<file path="src/rtl/muldiv_unit_pkg.sv">
`default_nettype none
// ============================================================================
// Module   : muldiv_unit_pkg
// Purpose  : Shared types and helpers for the iterative RV32M multiply/divide
//            unit: operation encoding (RV32M funct3), FSM states and
//            small decode helpers for operand signedness.
// Revision : 1.0 - initial release
// ============================================================================
package muldiv_unit_pkg;

  typedef enum logic [2:0] {
    MD_MUL    = 3'd0,
    MD_MULH   = 3'd1,
    MD_MULHSU = 3'd2,
    MD_MULHU  = 3'd3,
    MD_DIV    = 3'd4,
    MD_DIVU   = 3'd5,
    MD_REM    = 3'd6,
    MD_REMU   = 3'd7
  } muldiv_op_e;

  typedef enum logic [1:0] {
    IDLE = 2'd0,
    CALC = 2'd1,
    FIX  = 2'd2,
    DONE = 2'd3
  } muldiv_state_e;

  function automatic logic is_div(input muldiv_op_e op);
    return (op == MD_DIV) || (op == MD_DIVU) || (op == MD_REM) || (op == MD_REMU);
  endfunction

  function automatic logic is_rem(input muldiv_op_e op);
    return (op == MD_REM) || (op == MD_REMU);
  endfunction

  // rs1 is interpreted as signed
  function automatic logic a_signed(input muldiv_op_e op);
    return (op == MD_MULH) || (op == MD_MULHSU) || (op == MD_DIV) || (op == MD_REM);
  endfunction

  // rs2 is interpreted as signed
  function automatic logic b_signed(input muldiv_op_e op);
    return (op == MD_MULH) || (op == MD_DIV) || (op == MD_REM);
  endfunction

endpackage
`default_nettype wire

</file>
<file path="src/rtl/muldiv_signfix.sv">
`default_nettype none
// ============================================================================
// Module   : muldiv_signfix
// Purpose  : Conditional two's-complement negation. Used to take operand
//            magnitudes and to restore the sign of results.
// Ports    : i_val [W-1:0] value in
//            i_neg         negate when high
//            o_val [W-1:0] i_neg ? -i_val : i_val
// Revision : 1.0 - initial release
// ============================================================================
module muldiv_signfix #(
  parameter int W = 32
) (
  input  logic [W-1:0] i_val,
  input  logic         i_neg,
  output logic [W-1:0] o_val
);

  assign o_val = i_neg ? (~i_val + W'(1)) : i_val;

endmodule
`default_nettype wire

</file>
<file path="src/rtl/muldiv_unit.sv">
`default_nettype none
// ============================================================================
// Module   : muldiv_unit
// Purpose  : Iterative RV32M multiply/divide unit (MUL, MULH, MULHSU, MULHU,
//            DIV, DIVU, REM, REMU). Shift-add multiply and restoring divide
//            on operand magnitudes, sign restored in a FIX cycle.
//            Latency: XLEN+2 cycles from accept to valid_o; divide special
//            cases (b==0, signed overflow) take 2 cycles.
// Options  : MULDIV_FAST_MUL_EN - multiplies bypass CALC and use a single
//            combinational XLEN x XLEN multiplier in FIX (2-cycle latency).
// Params   : XLEN (=DATA_WIDTH) operand/result width, >= 4 and even.
// Ports    : clk_i, rst_ni (async, active-low), flush_i (abort),
//            valid_i/ready_o request handshake with op_i, a_i, b_i,
//            valid_o/ready_i result handshake with result_o,
//            busy_o (state != IDLE).
// Revision : 1.0 - initial release
// ============================================================================
module muldiv_unit
  import muldiv_unit_pkg::*;
#(
  parameter int XLEN = 32
) (
  input  logic            clk_i,
  input  logic            rst_ni,
  input  logic            flush_i,
  input  logic            valid_i,
  output logic            ready_o,
  input  logic [2:0]      op_i,
  input  logic [XLEN-1:0] a_i,
  input  logic [XLEN-1:0] b_i,
  output logic            valid_o,
  input  logic            ready_i,
  output logic [XLEN-1:0] result_o,
  output logic            busy_o
);

  localparam int DATA_WIDTH = XLEN;
  localparam int CNT_W      = $clog2(XLEN) + 1;

  muldiv_state_e         r_state, w_state_nxt;
  muldiv_op_e            r_op;
  logic                  r_neg_a, r_neg_b, r_special;
  logic [CNT_W-1:0]      r_cnt;
  // Multiply: {r_hi,r_lo} is the running product, r_lo starts as |b|, r_mag = |a|.
  // Divide:   r_hi is the partial remainder, r_lo dividend/quotient, r_mag = |b|.
  // Special:  r_hi holds the final result directly.
  logic [XLEN-1:0]       r_hi, r_lo, r_mag;
  logic [DATA_WIDTH-1:0] r_result;

  muldiv_op_e            w_op;
  logic                  w_accept, w_div, w_neg_a, w_neg_b;
  logic                  w_bzero, w_ovf, w_special, w_bypass;
  logic [XLEN-1:0]       w_mag_a, w_mag_b, w_special_val;
  logic [XLEN:0]         w_mul_sum, w_div_sh;
  logic [XLEN+1:0]       w_div_diff;
  logic [2*XLEN-1:0]     w_prod, w_fix_raw, w_fix_out;
  logic                  w_fix_neg;
  logic [XLEN-1:0]       w_fix_sel;

  // ---------------------------------------------------------------- decode
  assign w_op      = muldiv_op_e'(op_i);
  assign w_div     = is_div(w_op);
  assign w_neg_a   = a_signed(w_op) & a_i[XLEN-1];
  assign w_neg_b   = b_signed(w_op) & b_i[XLEN-1];
  assign w_bzero   = (b_i == '0);
  assign w_ovf     = a_signed(w_op) & w_div & (a_i == {1'b1, {(XLEN-1){1'b0}}}) & (b_i == '1);
  assign w_special = w_div & (w_bzero | w_ovf);

  always_comb begin
    w_special_val = '0;
    if (w_bzero) w_special_val = is_rem(w_op) ? a_i : '1;
    else         w_special_val = is_rem(w_op) ? '0  : a_i;
  end

`ifdef MULDIV_FAST_MUL_EN
  assign w_bypass = w_special | ~w_div;
`else
  assign w_bypass = w_special;
`endif

  muldiv_signfix #(.W(XLEN)) u_mag_a (.i_val(a_i), .i_neg(w_neg_a), .o_val(w_mag_a));
  muldiv_signfix #(.W(XLEN)) u_mag_b (.i_val(b_i), .i_neg(w_neg_b), .o_val(w_mag_b));

  // ------------------------------------------------------------------- FSM
  always_ff @(posedge clk_i or negedge rst_ni) begin
    if (!rst_ni) r_state <= IDLE;
    else         r_state <= w_state_nxt;
  end

  always_comb begin
    w_state_nxt = r_state;
    ready_o     = 1'b0;
    valid_o     = 1'b0;
    busy_o      = 1'b1;
    w_accept    = 1'b0;
    case (r_state)
      IDLE: begin
        ready_o = 1'b1;
        busy_o  = 1'b0;
        if (valid_i && !flush_i) begin
          w_accept    = 1'b1;
          w_state_nxt = w_bypass ? FIX : CALC;
        end
      end
      CALC:    if (r_cnt == '0) w_state_nxt = FIX;
      FIX:     w_state_nxt = DONE;
      DONE: begin
        valid_o = 1'b1;
        if (ready_i) w_state_nxt = IDLE;
      end
      default: w_state_nxt = IDLE;
    endcase
    if (flush_i) w_state_nxt = IDLE;
  end

  // -------------------------------------------------------- iteration step
  // Shift-add: add multiplicand when the current multiplier LSB is set, then
  // shift the whole product right, carry included.
  assign w_mul_sum  = {1'b0, r_hi} + (r_lo[0] ? {1'b0, r_mag} : '0);
  // Restoring divide: bring in next dividend bit, trial-subtract the divisor;
  // the extra top bit of w_div_diff is the borrow.
  assign w_div_sh   = {r_hi, r_lo[XLEN-1]};
  assign w_div_diff = {1'b0, w_div_sh} - {2'b00, r_mag};

  // ------------------------------------------------------- result fix-up
`ifdef MULDIV_FAST_MUL_EN
  assign w_prod = {{XLEN{1'b0}}, r_mag} * {{XLEN{1'b0}}, r_lo};
`else
  assign w_prod = {r_hi, r_lo};
`endif

  // Divide results are zero-extended so one 2*XLEN negator serves all ops;
  // the low half of a negated zero-extended value is the XLEN-bit negation.
  assign w_fix_raw = is_div(r_op) ? {{XLEN{1'b0}}, (is_rem(r_op) ? r_hi : r_lo)} : w_prod;
  assign w_fix_neg = is_rem(r_op) ? r_neg_a : (r_neg_a ^ r_neg_b);

  muldiv_signfix #(.W(2*XLEN)) u_fix (.i_val(w_fix_raw), .i_neg(w_fix_neg), .o_val(w_fix_out));

  assign w_fix_sel = ((r_op == MD_MUL) || is_div(r_op)) ? w_fix_out[XLEN-1:0]
                                                        : w_fix_out[2*XLEN-1:XLEN];

  // -------------------------------------------------------------- datapath
  always_ff @(posedge clk_i or negedge rst_ni) begin
    if (!rst_ni) begin
      r_op      <= MD_MUL;
      r_neg_a   <= 1'b0;
      r_neg_b   <= 1'b0;
      r_special <= 1'b0;
      r_cnt     <= '0;
      r_hi      <= '0;
      r_lo      <= '0;
      r_mag     <= '0;
      r_result  <= '0;
    end else if (w_accept) begin
      r_op      <= w_op;
      r_neg_a   <= w_neg_a;
      r_neg_b   <= w_neg_b;
      r_special <= w_special;
      r_cnt     <= CNT_W'(XLEN - 1);
      r_hi      <= w_special ? w_special_val : '0;
      r_lo      <= w_div ? w_mag_a : w_mag_b;
      r_mag     <= w_div ? w_mag_b : w_mag_a;
    end else if (r_state == CALC && !flush_i) begin
      if (r_cnt != '0) r_cnt <= r_cnt - CNT_W'(1);
      if (is_div(r_op)) begin
        if (!w_div_diff[XLEN+1]) begin
          r_hi <= w_div_diff[XLEN-1:0];
          r_lo <= {r_lo[XLEN-2:0], 1'b1};
        end else begin
          r_hi <= w_div_sh[XLEN-1:0];
          r_lo <= {r_lo[XLEN-2:0], 1'b0};
        end
      end else begin
        r_hi <= w_mul_sum[XLEN:1];
        r_lo <= {w_mul_sum[0], r_lo[XLEN-1:1]};
      end
    end else if (r_state == FIX && !flush_i) begin
      r_result <= r_special ? r_hi : w_fix_sel;
    end
  end

  assign result_o = r_result;

endmodule
`default_nettype wire

</file>
<file path="config.mk">
export PLATFORM = sky130hd
export DESIGN_NAME = muldiv_unit
export DESIGN_NICKNAME = d
export VERILOG_FILES = /design/src/rtl/muldiv_unit_pkg.sv /design/src/rtl/muldiv_signfix.sv /design/src/rtl/muldiv_unit.sv
export SDC_FILE = /design/constraint.sdc
export NUM_CORES = 1
export LEC_CHECK = 0
export ABC_CLOCK_PERIOD_IN_PS = 4100
export CAP_MARGIN = 15
export CORE_MARGIN = 3
export CORE_UTILIZATION = 50
export DETAILED_ROUTE_END_ITERATION = 16
export PLACE_DENSITY = 0.7
export SLEW_MARGIN = 25
export SYNTH_ARGS = -nofsm -noshare
export SYNTH_HDL_FRONTEND = slang
export SYNTH_HIERARCHICAL = 1
export SYNTH_SLANG_ARGS = --single-unit
export TNS_END_PERCENT = 5
</file>
<file path="constraint.sdc">
create_clock -name clk_i -period 4.1 [get_ports clk_i]
set_input_delay 0.82 -clock clk_i [delete_from_list [all_inputs] [get_ports clk_i]]
set_output_delay 0.82 -clock clk_i [all_outputs]
set_load 0.02 [all_outputs]
</file>
==> run metrics, run 1 <==
FF-to-FF path depth 12; setup TNS 0 ns; H-tree levels 4; antenna violations before repair 1; PD cells 972 nW/um^2; Mapped Avg Cell Area 8.01 um^2; post-synthesis mux area share 0.113; Main synth FF type dfrtp_1; Sw Ratio 0.510; row count 64; core area ~30,000 um^2; reg2reg end r_hi[23]$_DFFE_PN0P_; internal power 8.59 mW; first-pass GRT wire length a little over 80 mm; Multi-input gate area 11,500 um^2; Hold Worst Slack ~0.37 ns; share of power burned in registers 0.177; status complete, no violations; cell area after placement ~17,000 um^2; GPL Wtd Cong 1.05; synth unique cells 89; die width 183 um; GRT Total Usage 0.314; R2R Setup Slk 0.33 ns; final worst-path cycle share 0.918; DRT iter0 DRCs 1,650; Register Area 3560 um^2; cell count after synthesis 1,957; CP Max Fanout 15; sequential fraction of the synthesis area 0.227; full die area 33,500 um^2; #FFs+latches synth 142; Slowest-stage cell, CP dfrtp_1; Comb pwr share 0.726; initial core utilization 0.510; cell repeated most along the worst path a211oi_1; XOR/XNOR Fraction of Synth Area 0.0983; IO buf count 106; Hold Crit Class in2async; share of layout cells above drive strength 1 0.103; Peak supply drop ~0.00042 V; CP Cell Sequence and2_1 > ha_1 > fa_1 > a211oi_1 > o211ai_1 > a31oi_1 > o31ai_1 > a211oi_1 > o31a_1 > xnor2_1 > a2111oi_0 > nor2_1; Area Growth Syn to Fin 15.1%; sw power ~8.9 mW; CTS tree yes; Finished Layout Cells ~2,500; LEAKAGE 7.44 nW; Critical path origin r_lo[0]$_DFFE_PN0P_; post-synthesis adder-cell area fraction 0.0608; Clock transition at path regs 0.07 ns; number of synthesized flops with an enable pin 0; max incr delay on CP 0.53 ns; Syn Nets 2,104; fin crit period about 3.8 ns; FMAX 0.266 GHz; largest net degree at the start of global routing around 70; Ys Warns 6; Vias/cell 6.28; nets 2,195; Post-CTS Setup Inserts 0; Final ANT Viol Nets 0; drt wl/cell 21.6 um; DRC viols 0; HPWL after detailed placement 41.9 mm; total wire length approximately 53 mm; Arr. time, crit path 4.08 ns; vias in the first global route 14,400; CTS-repair resized insts 0; max-cap violations 0; placed insts 2,425; nature of the critical path startpoint flip-flop; element type at the critical path end flip-flop; Post-synth ARST share 1.00; Post-Syn Area 15,700 um^2; Hold Buf Count CTS 0; later-pin clock latency in the skew report around 0.44 ns; grt ovf 0; worst clock skew 0.0128 ns; unrepaired setup endpoints after global routing no; pins over their slew limit 0; # setup viols final 0; post-synthesis compound-gate area fraction 0.244; Root Buffer clkbuf_16; Post-Synth Simple-Gate Area 0.214; Num CTS Buffers 17; First-pass DRT Iterations 5; Max clock buf depth 2; fin area 18,000 um^2; vias 15,400; number of hold violations in the final report 0; clock share of power 0.097; Slew @ Worst Pin slightly above 1 ns; CTS Sinks 142; IO Count about 110; Slew HR 0.311; Critical Path RT 4.41 ns; Worst R2R Start r_lo[0]$_DFFE_PN0P_; Fillers ~2,800; CP Class reg2reg; Die Span Y 183 um; main combinational cell family by area after synthesis compound AO/OA/AOI/OAI gates
==> registers in the layout, indices dropped and copies added (netlist names) <==
| signal | cells |
|---|---|
| r_hi | 32 |
| r_lo | 32 |
| r_mag | 32 |
| result_o | 32 |
| r_cnt | 6 |
| r_op | 3 |
| r_state | 2 |
| r_neg_a | 1 |
| r_neg_b | 1 |
| r_special | 1 |
==> how the worst max path moves through the flow <==
stage | to | cells after the start
final | r_hi[23]$_DFFE_PN0P_ | 12
after global routing | r_hi[27]$_DFFE_PN0P_ | 12
after CTS | r_hi[27]$_DFFE_PN0P_ | 12
after detailed placement | r_hi[25]$_DFFE_PN0P_ | 12
after global placement | r_hi[25]$_DFFE_PN0P_ | 12
after floorplan | result_o[27]$_DFFE_PN0P_ | 15
==> per-layer routing <==
metal | part of all wire | vias to the layer above | track usage
li1 | - | 7345 | -
met1 | 0.46 | 7325 | 0.460
met3 | 0.086 | 82 | 0.0536
met5 | 0 | - | 0
met2 | 0.43 | 670 | 0.480
met4 | 0.023 | 0 | 0.0878
==> Yosys cell counts, types with 26 or more instances <==
master,instances,area [um^2]
nand2_1,224,841
o21ai_0,183,916
xnor2_1,153,1340
dfrtp_1,142,3550
a21oi_1,138,691
mux2i_1,135,1350
nor2_1,128,480
clkbuf_1,74,278
ha_1,73,913
inv_1,61,229
o211ai_1,47,353
and2_1,42,263
nor2b_1,41,257
o31ai_1,37,278
mux2_2,35,394
nor4_1,27,169
nand4_1,26,163
==> metrics by stage <==
step	power, mW	util	setup WS [ns]
after floorplan	11.9	-	0.363
after global placement	15.3	0.566	0.193
after detailed placement	15.5	0.566	0.268
after CTS	17.3	0.586	0.368
after global routing	18.9	0.587	0.0990
final	17.5	0.587	0.335
==> power by group through the flow <==
stage	Sequential (mW)	Combinational (mW)	Clock, mW
2_1_floorplan	2.75	9.12	0
3_3_place_gp	3.05	12.3	0
3_5_place_dp	3.06	12.4	0
4_1_cts	3.04	12.5	1.72
5_1_grt	3.16	13.9	1.77
6_report	3.11	12.7	1.69
==> cells in the final DEF (no fill, tap or decap), types with 9 or more instances in the layout <==
| cell type | count |
|---|---|
| a211oi_1 | 9 |
| a21o_1 | 21 |
| a21oi_1 | 137 |
| a31oi_1 | 14 |
| and2_1 | 42 |
| and3_1 | 10 |
| buf_4 | 72 |
| clkbuf_16 | 17 |
| clkdlybuf4s50_1 | 104 |
| dfrtp_1 | 140 |
| ha_1 | 73 |
| inv_1 | 61 |
| mux2_2 | 35 |
| mux2i_1 | 135 |
| nand2_1 | 224 |
| nand2b_1 | 15 |
| nand3_1 | 24 |
| nand4_1 | 26 |
| nor2_1 | 128 |
| nor2b_1 | 39 |
| nor3_1 | 24 |
| nor4_1 | 27 |
| o211ai_1 | 47 |
| o21a_1 | 16 |
| o21ai_0 | 183 |
| o221ai_1 | 9 |
| o31ai_1 | 37 |
| o41ai_1 | 19 |
| o41ai_2 | 15 |
| or3_1 | 16 |
| xnor2_1 | 152 |
| xor2_1 | 23 |
==> cell families (layout without fill, tap and decap cells) <==
family | Yosys count | after routing
other | 0 | 1
buffers and inverters | 169 | 271
AO/OA/AOI/OAI | 581 | 581
adder cells (fa/ha/maj) | 75 | 75
flip-flops | 142 | 142
XOR/XNOR | 176 | 176
AND/OR/NAND/NOR | 642 | 642
multiplexers | 172 | 172
==> layout make-up <==
type                       instances  share of cell area
antenna                            1            0.000139
clock buffer                      18              0.0238
clock inverter                    12              0.0103
inverter                          61              0.0127
multi-input combinational       1646               0.637
sequential                       142               0.197
tap                              396              0.0275
timing repair buffer             180              0.0916
==> critical path, delay by kind of cell, from the launching register on <==
kind / cells / cell delay [ns]
AOI/OAI and AO/OA: 7 / 2.08
adders and majority gates: 2 / 0.64
xor gates and xnor gates: 1 / 0.07
and+or+nand+nor: 2 / 0.31
DFF: 1 / 0.53
Note: power is estimated with default switching activity, not from simulation.
==> run 2, diff against run 1 <==
- CELL_PAD_IN_SITES_DETAIL_PLACEMENT: default -> 1
- CELL_PAD_IN_SITES_GLOBAL_PLACEMENT: default -> 1
- CORE_UTILIZATION: 50 -> 46
- HOLD_SLACK_MARGIN: default -> 0.06
- PLACE_DENSITY: 0.7 -> 0.83
- SKIP_LAST_GASP: default -> 1
==> run 2 against run 1 <==
Effect of this change: clock skew rose by 0.0022 ns; register-to-register slack got worse by 0.11 ns; core utilization fell by 3.9 points; fmax fell by 3.0%; wire length rose by 14%; critical path depth did not move; first-iteration DRC count fell by 19%.
==> run metrics, run 2 (same netlist as run 1, synthesis figures left out) <==
status complete, no violations; worst clock skew 0.0151 ns (+0.00223 ns); DRC viols 0 (unchanged); Slew HR 0.294 (-0.0170); Root Buffer clkbuf_16; CP Cell Sequence nand2_1 > buf_12 > mux2_2 > or4_1 > and3b_1 > nand4_4 > o41ai_1 > xnor2_1 > mux2i_1 > nor2_1 > a21oi_1 > o21ai_0; row count 66 (+3.1%); First-pass DRT Iterations 7 (+2); Max clock buf depth 2 (unchanged); grt ovf 0 (unchanged); later-pin clock latency in the skew report 0.46 ns (+0.02 ns); Critical Path RT 4.41 ns (about the same); nature of the critical path startpoint flip-flop; fin crit period 3.88 ns (+0.115 ns); setup TNS 0 ns (unchanged); Slew @ Worst Pin 1.06 ns (+0.0215 ns); Vias/cell 6.37 (+1.4%); Hold Worst Slack 0.309 ns (-0.0611 ns); number of hold violations in the final report 0 (unchanged); LEAKAGE 7.45 nW (+0.19%); max-cap violations 0 (unchanged); HPWL after detailed placement 47.4 mm (+13%); commonest non-fill, non-tap cells in the layout 224 x nand2_1, 183 x o21ai_0, 152 x xnor2_1; vias in the first global route 16,100 (+12%); nets 2,195 (unchanged); PD cells 1000 nW/um^2 (+2.9%); initial core utilization 0.475 (-0.0352); max incr delay on CP 0.63 ns (+0.10 ns); Die Span Y 191 um (+4.1%); total wire length 60.4 mm (+14%); Num CTS Buffers 17 (unchanged); DRT iter0 DRCs 1,342 (-19%); CP Class reg2reg; Arr. time, crit path 4.19 ns (+0.11 ns); Finished Layout Cells 2,502 (+1.9%); Overall Power 18.1 mW (+3.2%); die width 191 um (+4.1%); unrepaired setup endpoints after global routing no; # setup viols final 0 (unchanged); Fillers 4,001 (+41%); first-pass GRT wire length 94.0 mm (+13%); most common cell after layout, fill and taps aside nand2_1; Area Growth Syn to Fin 15.5%; vias 15,900 (+3.3%); placed insts 2,471 (+1.9%); Multi-input gate area 11,500 um^2 (about the same); PnR worst setup slack 0.220 ns (-0.115 ns); antenna violations before repair 2 (+1); GRT Total Usage 0.331 (+0.0166); full die area 36,300 um^2 (+8.4%); CP Max Fanout 36 (+21); Clock transition at path regs 0.07 ns (about the same); fin area 18,100 um^2 (+0.36%); drt wl/cell 24.2 um (+12%); share of layout cells above drive strength 1 0.104 (+0.000921); Slowest-stage cell, CP or4_1; largest net degree at the start of global routing 91 (+28%); H-tree levels 4 (unchanged); Register Area 3560 um^2 (unchanged); pins over their slew limit 0 (unchanged); post-layout util 0.548 (-0.0386); Inserted Diodes 0 (-1); IO buf count 106 (unchanged); CTS tree yes; cell area after placement 17,500 um^2 (+0.33%); Final ANT Viol Nets 0 (unchanged); Peak supply drop 0.000467 V (+10%); final worst-path cycle share 0.946 (+0.0280); core area 33,000 um^2 (+7.4%); dpl ws 0.241 ns (-0.0272 ns); Hold Crit Class in2async; FMAX 0.258 GHz (-3.0%); IO Count 107 (unchanged); GPL Wtd Cong 0.959 (-9.0%); CTS Sinks 142 (unchanged); Hold Buf Count CTS 0 (unchanged); element type at the critical path end flip-flop
==> run 2: cell count changes in the layout (fill, tap and decap cells not counted) <==
cell,change
clkinv_2,+2
o41ai_2,+1
o41ai_1,-1
clkinvlp_4,-1
diode_2,-1
==> run 2: worst paths after layout <==
kind	from	to	slack [ns]	cells after the start
setup / recovery	r_op[2]$_DFFE_PN0P_	result_o[21]$_DFFE_PN0P_	0.22	12
hold / removal	rst_ni	r_hi[7]$_DFFE_PN0P_	0.31	1
setup reg to reg	r_op[2]$_DFFE_PN0P_	result_o[21]$_DFFE_PN0P_	0.22	12
hold reg to reg	result_o[6]$_DFFE_PN0P_	result_o[6]$_DFFE_PN0P_	0.48	2
max in group asynchronous	rst_ni	r_neg_a$_DFFE_PN0P_	2.88	2
min in group clk_i	result_o[6]$_DFFE_PN0P_	result_o[6]$_DFFE_PN0P_	0.48	2
==> run 2: critical path, delay by kind of cell (launching register included) <==
kind                   cells  cell delay (ns)
buffers and inverters      1             0.21
AND/OR/NAND/NOR            5             1.64
AO/OA/AOI/OAI              3             0.74
multiplexers               2             0.53
XOR/XNOR                   1             0.11
flip-flops                 1             0.49
==> run 2: layer usage <==
metal / up-vias / track usage / wire (um)
met3: 93 / 0.0502 / 4160
met2: 560 / 0.528 / 27200
met5: - / 0 / 0
met1: 7922 / 0.464 / 27600
li1: 7356 / - / -
met4: 0 / 0.101 / 1530
==> run 2: power breakdown <==
group	switching, mW	internal [mW]
Clock	0.715	1.02
Combinational	7.70	5.52
Sequential	1.08	2.07
==> run 2: cell type report <==
type / count / share of cell area
inverters: 61 / 0.0126
clock buffers: 18 / 0.0237
clock inverters: 13 / 0.0104
flip-flops and latches: 142 / 0.197
multi-input cells: 1646 / 0.635
repair buffers: 180 / 0.0913
well taps: 442 / 0.0305
==> run 2: timing repair <==
item / 4_1_cts / 5_1_grt
setup buffers: 0 / 0
gates resized for setup: 0 / 1
endpoints found under the setup margin: 0 / 1
==> run 3, diff against run 2 <==
- ABC_AREA: default -> 1
- CORE_UTILIZATION: 46 -> 43
==> run 3 against run 2 <==
Effect of this change: first-iteration DRC count is 83% higher; synthesized cell count is 63% higher; largest power group unchanged; clock power is 6% lower; non-clock buffer count is 27 lower; clock-buffer cell count is 1 higher; via count is 45% higher; cell area is 16% higher; worst setup slack better by 0.35 ns; fmax is 9.8% higher.
==> run metrics, run 3 <==
Area contributors post-synth nand2_1 19%, dfrtp_1 19%, nor2_1 9.1%; cell with the most instances after synthesis nand2_1; Hold Worst Slack 0.443 ns (+0.135 ns); CP Max Fanout 26 (-28%); Post-synth top cells 953 x nand2_1, 457 x nor2_1, 389 x inv_1; Hold Crit Class in2async; Max clock buf depth 2 (unchanged); vias in the first global route 23,100 (+43%); Critical Path RT 4.44 ns (+0.03 ns); pins over their slew limit 0 (unchanged); LEAKAGE 10.4 nW (+40%); GPL Wtd Cong 1.05 (+10%); IO buf count 106 (unchanged); status complete, no violations; fin crit period 3.53 ns (-0.348 ns); unrepaired setup endpoints after global routing no; Synth top area share 0.190 (-0.0363); fin area 21,000 um^2 (+16%); Post-CTS Setup Inserts 0 (unchanged); number of synthesized flops with an enable pin 0 (unchanged); later-pin clock latency in the skew report 0.46 ns (about the same); Final ANT Viol Nets 0 (unchanged); DRT iter0 DRCs 2,456 (+83%); full die area 46,300 um^2 (+27%); sequential fraction of the synthesis area 0.189 (-0.0376); # setup viols final 0 (unchanged); Area Growth Syn to Fin 11.9%; final worst-path cycle share 0.862 (-0.0848); IO Count 107 (unchanged); Slew @ Worst Pin 1.09 ns (+0.0309 ns); Post-Syn Area 18,800 um^2 (+20%); first-pass GRT wire length 142 mm (+51%); FF-to-FF path depth 15 (+3); HPWL after detailed placement 75.9 mm (+60%); commonest non-fill, non-tap cells in the layout 952 x nand2_1, 457 x nor2_1, 388 x inv_1; Arr. time, crit path 3.87 ns (-0.32 ns); drt wl/cell 24.6 um (+2.0%); core area 42,600 um^2 (+29%); max-cap violations 0 (unchanged); GRT Total Usage 0.399 (+0.0676); Slew HR 0.276 (-0.0179); CTS Sinks 142 (unchanged); Die Span Y 215 um (+13%); reg2reg end result_o[1]$_DFFE_PN0P_; nets 3,392 (+55%); share of layout cells above drive strength 1 0.0651 (-0.0393); most common cell after layout, fill and taps aside nand2_1; Root Buffer clkbuf_16; Worst R2R Start r_op[1]$_DFFE_PN0P_; H-tree levels 4 (unchanged); antenna violations before repair 2 (unchanged); initial core utilization 0.441 (-0.0335); Hold Buf Count CTS 0 (unchanged); cell taking the most area after synthesis nand2_1; element type at the critical path end flip-flop; DRC viols 0 (unchanged); cell count after synthesis 3,188 (+63%); row count 75 (+14%); #FFs+latches synth 142 (unchanged); number of hold violations in the final report 0 (unchanged); die width 215 um (+13%); Syn Nets 3,335 (+59%); Mapped Avg Cell Area 5.90 um^2 (-26%); Main synth FF type dfrtp_1; largest net degree at the start of global routing 91 (unchanged); synth unique cells 63 (-29%); PD cells 1050 nW/um^2 (+4.6%); Post-synth ARST share 1.00 (unchanged); CTS-repair resized insts 0 (unchanged); First-pass DRT Iterations 6 (-1); Clock transition at path regs 0.06 ns (about the same); Vias/cell 6.02 (-5.4%); R2R Setup Slk 0.57 ns (+0.35 ns); grt ovf 0 (unchanged); Ys Warns 6 (unchanged); CP Class reg2reg; Peak supply drop 0.000376 V (-19%); Fillers 6,023 (+51%); total wire length 94.6 mm (+57%); cell area after placement 20,400 um^2 (+17%); vias 23,100 (+45%); FMAX 0.283 GHz (+9.8%); setup TNS 0 ns (unchanged); worst clock skew 0.0133 ns (-0.00174 ns); nature of the critical path startpoint flip-flop; Num CTS Buffers 17 (unchanged); CTS tree yes
## run 3: how the worst max path moves through the flow
| stage | from | endpoint | slack, ns |
|---|---|---|---|
| 2_1_floorplan | op_i[2] | r_lo[27]$_DFFE_PN0P_ | 1.27 |
| 3_3_place_gp | op_i[0] | r_lo[16]$_DFFE_PN0P_ | 0.64 |
| 3_5_place_dp | op_i[0] | r_lo[8]$_DFFE_PN0P_ | 0.53 |
| 4_1_cts | r_op[1]$_DFFE_PN0P_ | result_o[31]$_DFFE_PN0P_ | 0.72 |
| 5_1_grt | r_op[1]$_DFFE_PN0P_ | result_o[20]$_DFFE_PN0P_ | 0.39 |
| 6_report | r_op[1]$_DFFE_PN0P_ | result_o[1]$_DFFE_PN0P_ | 0.57 |
## run 3: power breakdown
group | internal (mW) | leakage (nW) | switching [mW]
registers | 2.08 | 1.67 | 1.08
clock network | 0.929 | 0.283 | 0.709
logic | 5.35 | 8.47 | 11.9
## run 3: cell families after synthesis
family,Yosys count,synth area share
AND/OR/NAND/NOR,1787,0.407
adder cells (fa/ha/maj),100,0.0640
XOR/XNOR,81,0.0377
buffers and inverters,513,0.110
multiplexers,37,0.0197
AO/OA/AOI/OAI,528,0.172
flip-flops,142,0.189
## run 3: critical path: stages (launching register included)
cell	delay [ns]
dfrtp_1	0.51
nand2_2	0.34
buf_4	0.31
nand2_1	0.08
o21ai_0	0.33
nor2_1	0.33
nand3_1	0.18
nor2_1	0.37
nand2_1	0.13
nand2_1	0.12
nand2_1	0.13
xor2_1	0.16
inv_1	0.06
mux2i_1	0.12
nor2_1	0.06
o22a_1	0.17
## run 3: cell type report
type	count	area, um^2	area share
Clock buffer	19	453	0.0215
Tap cell	577	722	0.0343
Multi-Input combinational cell	2533	13200	0.627
Inverter	398	1510	0.0716
Clock inverter	13	139	0.00660
Sequential cell	142	3550	0.169
Timing Repair Buffer	153	1460	0.0694
Antenna cell	4	10.0	0.000476
## run 3: metrics by stage
| stage | power [mW] | util | std cells | setup WS [ns] |
|---|---|---|---|---|
| 6_report | 22.0 | 0.494 | 3839 | 0.568 |
| 5_1_grt | 23.5 | 0.494 | 3835 | 0.391 |
| 4_1_cts | 21.4 | 0.494 | 3835 | 0.716 |
| 3_5_place_dp | 19.6 | 0.480 | 3803 | 0.531 |
| 3_3_place_gp | 19.1 | 0.480 | 3803 | 0.640 |
| 2_1_floorplan | 13.7 | - | 3188 | 1.27 |
## run 3: routing by layer
| metal | vias to the layer above | global-route usage | wire length, um |
|---|---|---|---|
| li1 | 10400 | - | - |
| met1 | 11200 | 0.536 | 39800 |
| met2 | 1266 | 0.603 | 40000 |
| met3 | 266 | 0.0999 | 10000 |
| met4 | 0 | 0.184 | 4770 |
| met5 | - | 0 | 0 |
